<file path="src/rtl/packet_sink.sv">
// packet_sink: multi-flit NoC sink with rate-limited FIFO drain, header parsing and latency statistics
module packet_sink #(
    parameter int DATA_WIDTH = 32,
    parameter int SENDER_WIDTH = 6,
    parameter int TS_WIDTH = 16,
    parameter int PKT_FLITS = 4,
    parameter int FIFO_DEPTH = 4,
    parameter int DRAIN_INTERVAL = 1,
    parameter logic [SENDER_WIDTH-1:0] MODULE_ID = '0
) (
    input  logic                    clk,
    input  logic                    reset,
    input  logic [DATA_WIDTH-1:0]   packet_in,
    input  logic                    req_up,
    output logic                    gnt_up,
    output logic                    up_full,
    output logic                    pkt_done,
    output logic [9:0]              pkt_id,
    output logic [SENDER_WIDTH-1:0] pkt_sender,
    output logic [TS_WIDTH-1:0]     pkt_latency,
    output logic [31:0]             pkt_count,
    output logic [31:0]             latency_sum,
    output logic [TS_WIDTH-1:0]     latency_max
);
    localparam int AW = $clog2(FIFO_DEPTH);
    localparam int TW = DRAIN_INTERVAL > 1 ? $clog2(DRAIN_INTERVAL) : 1;
    localparam int IW = $clog2(PKT_FLITS + 1);
    localparam logic [TW-1:0] TimerLast = TW'(DRAIN_INTERVAL - 1);
    localparam logic [IW-1:0] LastIdx = IW'(PKT_FLITS - 1);
    localparam logic [AW:0] AlmostFull = (AW + 1)'(FIFO_DEPTH - 1);

    typedef enum logic {HEAD, BODY} parseState;

    parseState state, stateNext;
    logic [DATA_WIDTH-1:0] fifoMem [FIFO_DEPTH];
    logic [DATA_WIDTH-1:0] popFlit;
    logic [AW-1:0] wrPtr, rdPtr;
    logic [AW:0] count, countNext;
    logic [TW-1:0] drainTimer;
    logic [31:0] cycleCnt;
    logic [IW-1:0] flitIdx, idxNext;
    logic [9:0] idReg, curId;
    logic [SENDER_WIDTH-1:0] senderReg, curSender;
    logic [TS_WIDTH-1:0] tsReg, curTs, latency;
    logic [32:0] sumExt;
    logic push, pop, tailPop;

    assign gnt_up = req_up && !count[AW];
    assign push = gnt_up;
    assign pop = drainTimer == TimerLast && count != '0;
    assign popFlit = fifoMem[rdPtr];
    assign countNext = count + (AW + 1)'(push) - (AW + 1)'(pop);

    // A single-flit packet completes on its header pop, so fields come straight from the FIFO in HEAD
    assign curId = state == HEAD ? popFlit[DATA_WIDTH-1 -: 10] : idReg;
    assign curSender = state == HEAD ? popFlit[DATA_WIDTH-11 -: SENDER_WIDTH] : senderReg;
    assign curTs = state == HEAD ? popFlit[TS_WIDTH-1:0] : tsReg;
    assign latency = cycleCnt[TS_WIDTH-1:0] - curTs;
    assign sumExt = {1'b0, latency_sum} + 33'(latency);

    always_comb begin
        stateNext = state;
        idxNext = flitIdx;
        tailPop = 1'b0;
        if (pop) begin
            if (state == HEAD) begin
                tailPop = PKT_FLITS == 1;
                stateNext = PKT_FLITS == 1 ? HEAD : BODY;
                idxNext = IW'(1);
            end else begin
                tailPop = flitIdx == LastIdx;
                stateNext = tailPop ? HEAD : BODY;
                idxNext = flitIdx + 1'b1;
            end
        end
    end

    always_ff @(posedge clk or negedge reset) begin
        if (!reset) begin
            for (int i = 0; i < FIFO_DEPTH; i++) fifoMem[i] <= '0;
            wrPtr <= '0;
            rdPtr <= '0;
            count <= '0;
            up_full <= 1'b0;
            drainTimer <= '0;
            cycleCnt <= '0;
            state <= HEAD;
            flitIdx <= '0;
            idReg <= '0;
            senderReg <= '0;
            tsReg <= '0;
            pkt_done <= 1'b0;
            pkt_id <= '0;
            pkt_sender <= '0;
            pkt_latency <= '0;
            pkt_count <= '0;
            latency_sum <= '0;
            latency_max <= '0;
        end else begin
            cycleCnt <= cycleCnt + 32'd1;
            count <= countNext;
            up_full <= countNext >= AlmostFull;
            if (push) begin
                fifoMem[wrPtr] <= packet_in;
                wrPtr <= wrPtr + 1'b1;
            end
            if (pop) rdPtr <= rdPtr + 1'b1;
            // An empty FIFO parks the timer on its last value so the next flit pops at once
            drainTimer <= drainTimer != TimerLast ? drainTimer + 1'b1 : pop ? '0 : drainTimer;
            state <= stateNext;
            flitIdx <= idxNext;
            if (pop && state == HEAD) begin
                idReg <= curId;
                senderReg <= curSender;
                tsReg <= curTs;
            end
            pkt_done <= tailPop;
            if (tailPop) begin
                pkt_id <= curId;
                pkt_sender <= curSender;
                pkt_latency <= latency;
                pkt_count <= pkt_count + 32'd1;
                latency_sum <= sumExt[32] ? '1 : sumExt[31:0];
                latency_max <= latency > latency_max ? latency : latency_max;
            end
        end
    end
endmodule

</file>
<file path="config.mk">
export PLATFORM = sky130hd
export DESIGN_NAME = packet_sink
export DESIGN_NICKNAME = d
export VERILOG_FILES = /design/src/rtl/packet_sink.sv
export SDC_FILE = /design/constraint.sdc
export NUM_CORES = 1
export LEC_CHECK = 0
export ABC_AREA = 1
export BUFFER_PORTS_ARGS = -buffer_cell sky130_fd_sc_hd__buf_2
export CAP_MARGIN = 20
export CORE_MARGIN = 4
export CORE_UTILIZATION = 30
export CTS_CLUSTER_SIZE = 10
export DETAILED_ROUTE_END_ITERATION = 7
export PLACE_DENSITY_LB_ADDON = 0.05
export SLEW_MARGIN = 5
export SYNTH_ARGS = -nofsm -noshare
export SYNTH_HDL_FRONTEND = slang
export SYNTH_SLANG_ARGS = --single-unit
</file>
<file path="constraint.sdc">
create_clock -name clk -period 3.7 [get_ports clk]
set_input_delay 0.74 -clock clk [delete_from_list [all_inputs] [get_ports clk]]
set_output_delay 0.74 -clock clk [all_outputs]
set_load 0.02 [all_outputs]
</file>
# Word-level counts from Yosys, hierarchy flattened
# Index checks and enable logic that the tools add are counted.
[word_totals] elab_cells=65 in_bits=35 output_inout_bits=115 ff_bits=318
[classes] n_reduce_logical=7 add_sub_neg=10 eq_ne=1 mux=16 order_cmp=5 bitwise=4
[ops] operator="128-bit bitwise mux" count=1
[ops] operator="32-bit 2-to-1 mux" count=4
[ops] operator="32-bit by 1-bit adder with 32-bit output (second input constant)" count=2
[ops] operator="32-bit binary-select mux with 2-bit select" count=1
[ops] operator="32-bit demux with 2-bit select" count=1
[ops] operator="32-bit by 16-bit adder with 33-bit output" count=1
[ops] operator="16-bit greater-than comparator" count=1
[ops] operator="16-bit 2-to-1 mux" count=1
[ops] operator="16-bit subtractor" count=1
[ops] operator="10-bit 2-to-1 mux" count=1
[ops] operator="3-bit >= comparator (second input constant)" count=2
[ops] operator="6-bit 2-to-1 mux" count=1
[ops] operator="2-bit NOT with 3-bit output" count=2
[ops] operator="1-bit 2-to-1 mux" count=5
[ops] operator="2-bit by 1-bit adder with 2-bit output (second input constant)" count=2
[ops] operator="1-bit logical AND" count=4
[ops] operator="3-bit by 1-bit adder with 3-bit output" count=1
[ops] operator="3-bit by 1-bit adder with 3-bit output (second input constant)" count=1
[ops] operator="3-bit by 2-bit equality test with 1-bit output (second input constant)" count=1
[ops] operator="3-bit by 2-bit >= comparator with 1-bit output (second input constant)" count=1
[ops] operator="3-bit by 1-bit < comparator with 1-bit output (second input constant)" count=1
[ops] operator="3-bit 2-to-1 mux" count=1
[ops] operator="3-bit nonzero test" count=1
[ops] operator="3-bit by 1-bit subtractor with 3-bit output" count=1
[ops] operator="4 further kinds" count=5

# Logic depth before layout (Yosys ltp)
[logic_depth] word_depth=8 ltp_mapped=29 ltp_nobuf=28

# Worst setup path after synthesis
# No wires, ideal clock.
[synth_timing] kind="register -> register" startpoint="reg rdPtr[1]" endpoint="reg latency_sum[10]" period_less_slack_ps=3665 arrival_ps=3542 path_slack_ps=35 path_stages_with_launch=26 n_path_buf=3 required_time_ps=3577 cell_sequence="dfrtp_1 > inv_1 > buf_2 > buf_2 > a21oi_1 > a32o_1 > o21ai_0 > ha_1 > fa_1 > nand3b_1 > nand2_1 > nand2_1 > nand2_1 > nand3_1 > nand3_1 > nand2_1 > ha_1 > nand2_1 > inv_1 > nand2_1 > nand2_1 > a21oi_1 > nand2_2 > a21oi_2 > buf_6 > a21oi_1"
[synth_between] elab_chain_cells=8
[synth_lines] item="start, declared" line_no="37" rtl="logic [AW-1:0] wrPtr, rdPtr;"
[synth_lines] item="start signal, assigned" line_no="107" rtl="if (pop) rdPtr <= rdPtr + 1'b1;"
[synth_lines] item="2-bit NOT with 3-bit output (not written as such)" line_no="51" rtl="assign popFlit = fifoMem[rdPtr];"
[synth_lines] item="32-bit binary-select mux with 2-bit select" line_no="51"
[synth_lines] item="32-bit 2-to-1 mux (not written as such) (2 in series)" line_no="51"
[synth_lines] item="16-bit 2-to-1 mux" line_no="57" rtl="assign curTs = state == HEAD ? popFlit[TS_WIDTH-1:0] : tsReg;"
[synth_lines] item="net curTs[0]" line_no="44" rtl="logic [TS_WIDTH-1:0] tsReg, curTs, latency;"
[synth_lines] item="16-bit subtractor" line_no="58" rtl="assign latency = cycleCnt[TS_WIDTH-1:0] - curTs;"
[synth_lines] item="net latency[14]" line_no="44"
[synth_lines] item="32-bit by 16-bit adder with 33-bit output" line_no="59" rtl="assign sumExt = {1'b0, latency_sum} + 33'(latency);"
[synth_lines] item="32-bit 2-to-1 mux" line_no="123" rtl="latency_sum <= sumExt[32] ? '1 : sumExt[31:0];"
[synth_lines] item="end signal, assigned" line_no="123"
[synth_lines] item="end, declared" line_no="22" rtl="output logic [31:0] latency_sum,"
# The timed path passes the listed nets, and every way through them passes these cells. The select of a mux whose other input is x is not followed.
# A chain may end at the register's enable or synchronous reset.

# Worst setup path in the final report
[layout_timing] startpoint="reg rdPtr[0]" endpoint="reg latency_sum[22]"
# The elaborated chain is that of the path after synthesis.

==> impl_metrics.ini <==
[status]
status = complete, but fails checks
violations = negative setup slack

[placement]
place_congestion = 0.8136
numPortBuffers = 149
dp_hpwl_um = 33920

[floorplan]
dieArea_mm2 = 0.05617
row_count = 83
die_x_um = 237
core_mm2 = 0.05161
io_pins = 150
die_y_um = 237
initial_core_util = 0.3048

[drt]
totalWireLength_um = 48340
remaining_drc_errors = 0
wire_per_inst_um = 16.12
num_vias = 13670
vias_per_cell = 4.560
dr.first_iter.drc_count = 859
firstDrtPassIters = 5
ant_nets = 0

[worst_hold_path]
min_path_type = in2async

[cells_and_area]
diodes = 0
final_nets = 2388
finalCoreUtilization = 0.4081
multi_input_area_mm2 = 0.008172
nFillCells = 5312
drive_gt1_frac = 0.2683
syn2layout_area_growth_pct = 33.89
regArea_mm2 = 0.007533

[sta]
maxSlewViolCount = 0
worst-slew-pin-transition_ns = 0.7640
setup_slack_ns = -0.09017
skew_ns = 0.02919
setup_viol = 40
fmax_mhz = 263.8
fin_setup_tns_ns = -1.732
hold_violations = 0
finalCriticalPeriod_ns = 3.790
grt_setup_unrepaired = true
period_share = 1.024
slew_headroom = 0.4906

[logic_synthesis]
seq_area_frac_synth = 0.4788
syn_avg_cell_area_um2 = 7.847
yosysWarnings = 0
syn_inst = 2005
synth_ff_type = dfrtp_1
synth.top_cell.area_share = 0.4788
synth_area_leaders = dfrtp_1, nand2_1, o21ai_0
ys_top_cells_by_count = nand2_1, dfrtp_1, inv_1
syn_nets = 2100
ys_async_sr_fraction = 1.000
synth-seq-cells = 301
synth-edff-count = 0
synth.distinct_cells = 44
synthMostInstantiatedCell = nand2_1
synth_top_area_cell = dfrtp_1
synthesis.area_mm2 = 0.01573

[global_route]
grt_pass1_wl_um = 76920
grt_pass1_vias = 13440
grt_util_all_layers = 0.1691
grt_overflow = 0
antenna_found_initial = 0
grt_start_max_net_pins = 90

[worst_setup_path]
worstSetupEndpointType = flop
critPathLaunchType = flop
ff2ff_setup_slack_ns = -0.09
crit_required_ns = 4.15
path_max_fanout = 5
crit_type = reg2reg
arrival_ns = 4.24

[flow_run]
drv_cap = 0

[cts]
ctsHoldBuffers = 0
cts-root-buf = clkbuf_16
clk_pin_slew_ns = 0.06
cts.sinks = 301
cts_buffer_depth = 3
cts_buffers = 39
insertion_delay_ns = 0.57
cts_tree = done
htreeDepth = 2
## per-layer routing
metal	track usage	routed length, µm
met2	0.2620	21540
met3	0.02504	1771
met1	0.2515	24360
met4	0.03556	668
met5	0	0
## stage by stage
| stage | hold WS (ns) | instance area (µm²) | setup slack (ns) | cells |
|---|---|---|---|---|
| finish | 0.2138 | 21060 | -0.09017 | 2998 |
| global route | 0.2668 | 21060 | -0.2835 | 2998 |
| CTS | 0.2256 | 20330 | -0.03939 | 2993 |
| detailed placement | 0.4676 | 18190 | -0.4258 | 2904 |
| global placement | 0.4606 | 18190 | -0.4203 | 2904 |
| floorplan | 0.4419 | 15730 | 0.03525 | 2005 |
## critical path, stage by stage (launching register included)
cell and delay [ns]:
dfrtp_2 0.44, clkinv_4 0.13, buf_6 0.15, nand2_2 0.04
a32o_2 0.21, o21ai_4 0.09, ha_4 0.18, fa_2 0.35
nand3b_1 0.19, nand2_2 0.10, nand2_2 0.07, nand2_4 0.12
nand3_4 0.09, nand3_2 0.08, nand2_2 0.06, buf_6 0.12
ha_4 0.30, nand2_4 0.07, buf_6 0.13, nor2_4 0.11
nand2_2 0.06, nor2_1 0.11, nand2_1 0.10, nand3_4 0.15
nand2_2 0.07, nand2_2 0.10, nand3_2 0.05
## final cells by class
cell class,count,area share
Tap cell,680,0.04039
Timing Repair Buffer,316,0.1132
Multi-Input combinational cell,1394,0.3879
Sequential cell,301,0.3576
Clock buffer,58,0.05162
Inverter,241,0.04336
Clock inverter,8,0.005881
## what timing repair did
item,CTS,global route
setup buffers,19,3
setup endpoints to repair,48,48
gates cloned,4,3
gates resized for setup,170,150
pin swaps,48,69
## cell families after synthesis
| family | count (synthesis) | share of synthesized area |
|---|---|---|
| compound gates | 346 | 0.1181 |
| xor+xnor | 63 | 0.03507 |
| fa+ha+maj | 60 | 0.04915 |
| buf+inv | 310 | 0.07770 |
| flops | 301 | 0.4788 |
| mux | 2 | 0.001273 |
| simple gates | 923 | 0.2399 |
## placed cells by master (no fill, tap or decap), types with 9 or more instances in the layout
cell	n
nand3_1	64
clkbuf_16	42
a21oi_2	24
nor3_1	18
o21ai_2	15
a21oi_1	42
nand2_2	65
clkbuf_1	15
o21ai_0	208
nor2_2	18
o21ai_1	9
buf_2	148
buf_6	19
a32o_2	12
ha_1	31
nor2_1	125
inv_1	230
buf_12	13
xor2_1	34
nand2_4	12
nand2_1	545
buf_4	127
nand3_2	29
ha_4	26
nor2_4	15
xnor2_1	22
o22ai_1	18
dfrtp_1	300
## worst paths after layout
path | to | from | cells past startpoint
worst max-delay path | latency_sum[22]$_DFFE_PN0P_ | rdPtr[0]$_DFFE_PN0N_ | 26
worst min-delay path | pkt_count[19]$_DFFE_PN0P_ | reset | 1
worst max register to register | latency_sum[22]$_DFFE_PN0P_ | rdPtr[0]$_DFFE_PN0N_ | 26
worst min register to register | pkt_latency[4]$_DFFE_PN0P_ | pkt_latency[4]$_DFFE_PN0P_ | 2
max in group asynchronous | fifoMem[122]$_DFFE_PN0P_ | reset | 2
min in group clk | pkt_latency[4]$_DFFE_PN0P_ | pkt_latency[4]$_DFFE_PN0P_ | 2
## flip-flops by register name, indices dropped and copies added, names as in the netlist
| register | cells |
|---|---|
| senderReg | 6 |
| pkt_count | 32 |
| up_full | 1 |
| count | 3 |
| fifoMem | 128 |
| pkt_sender | 6 |
| cycleCnt | 16 |
| latency_sum | 32 |
| wrPtr | 2 |
| rdPtr | 2 |
| tsReg | 16 |
| pkt_id | 10 |
| state | 1 |
| idReg | 10 |
| pkt_latency | 16 |
| pkt_done | 1 |
| latency_max | 16 |
| flitIdx | 3 |
Power is not shown: default switching activity piles up to over one toggle a cycle in this logic, so the estimate is an artifact.
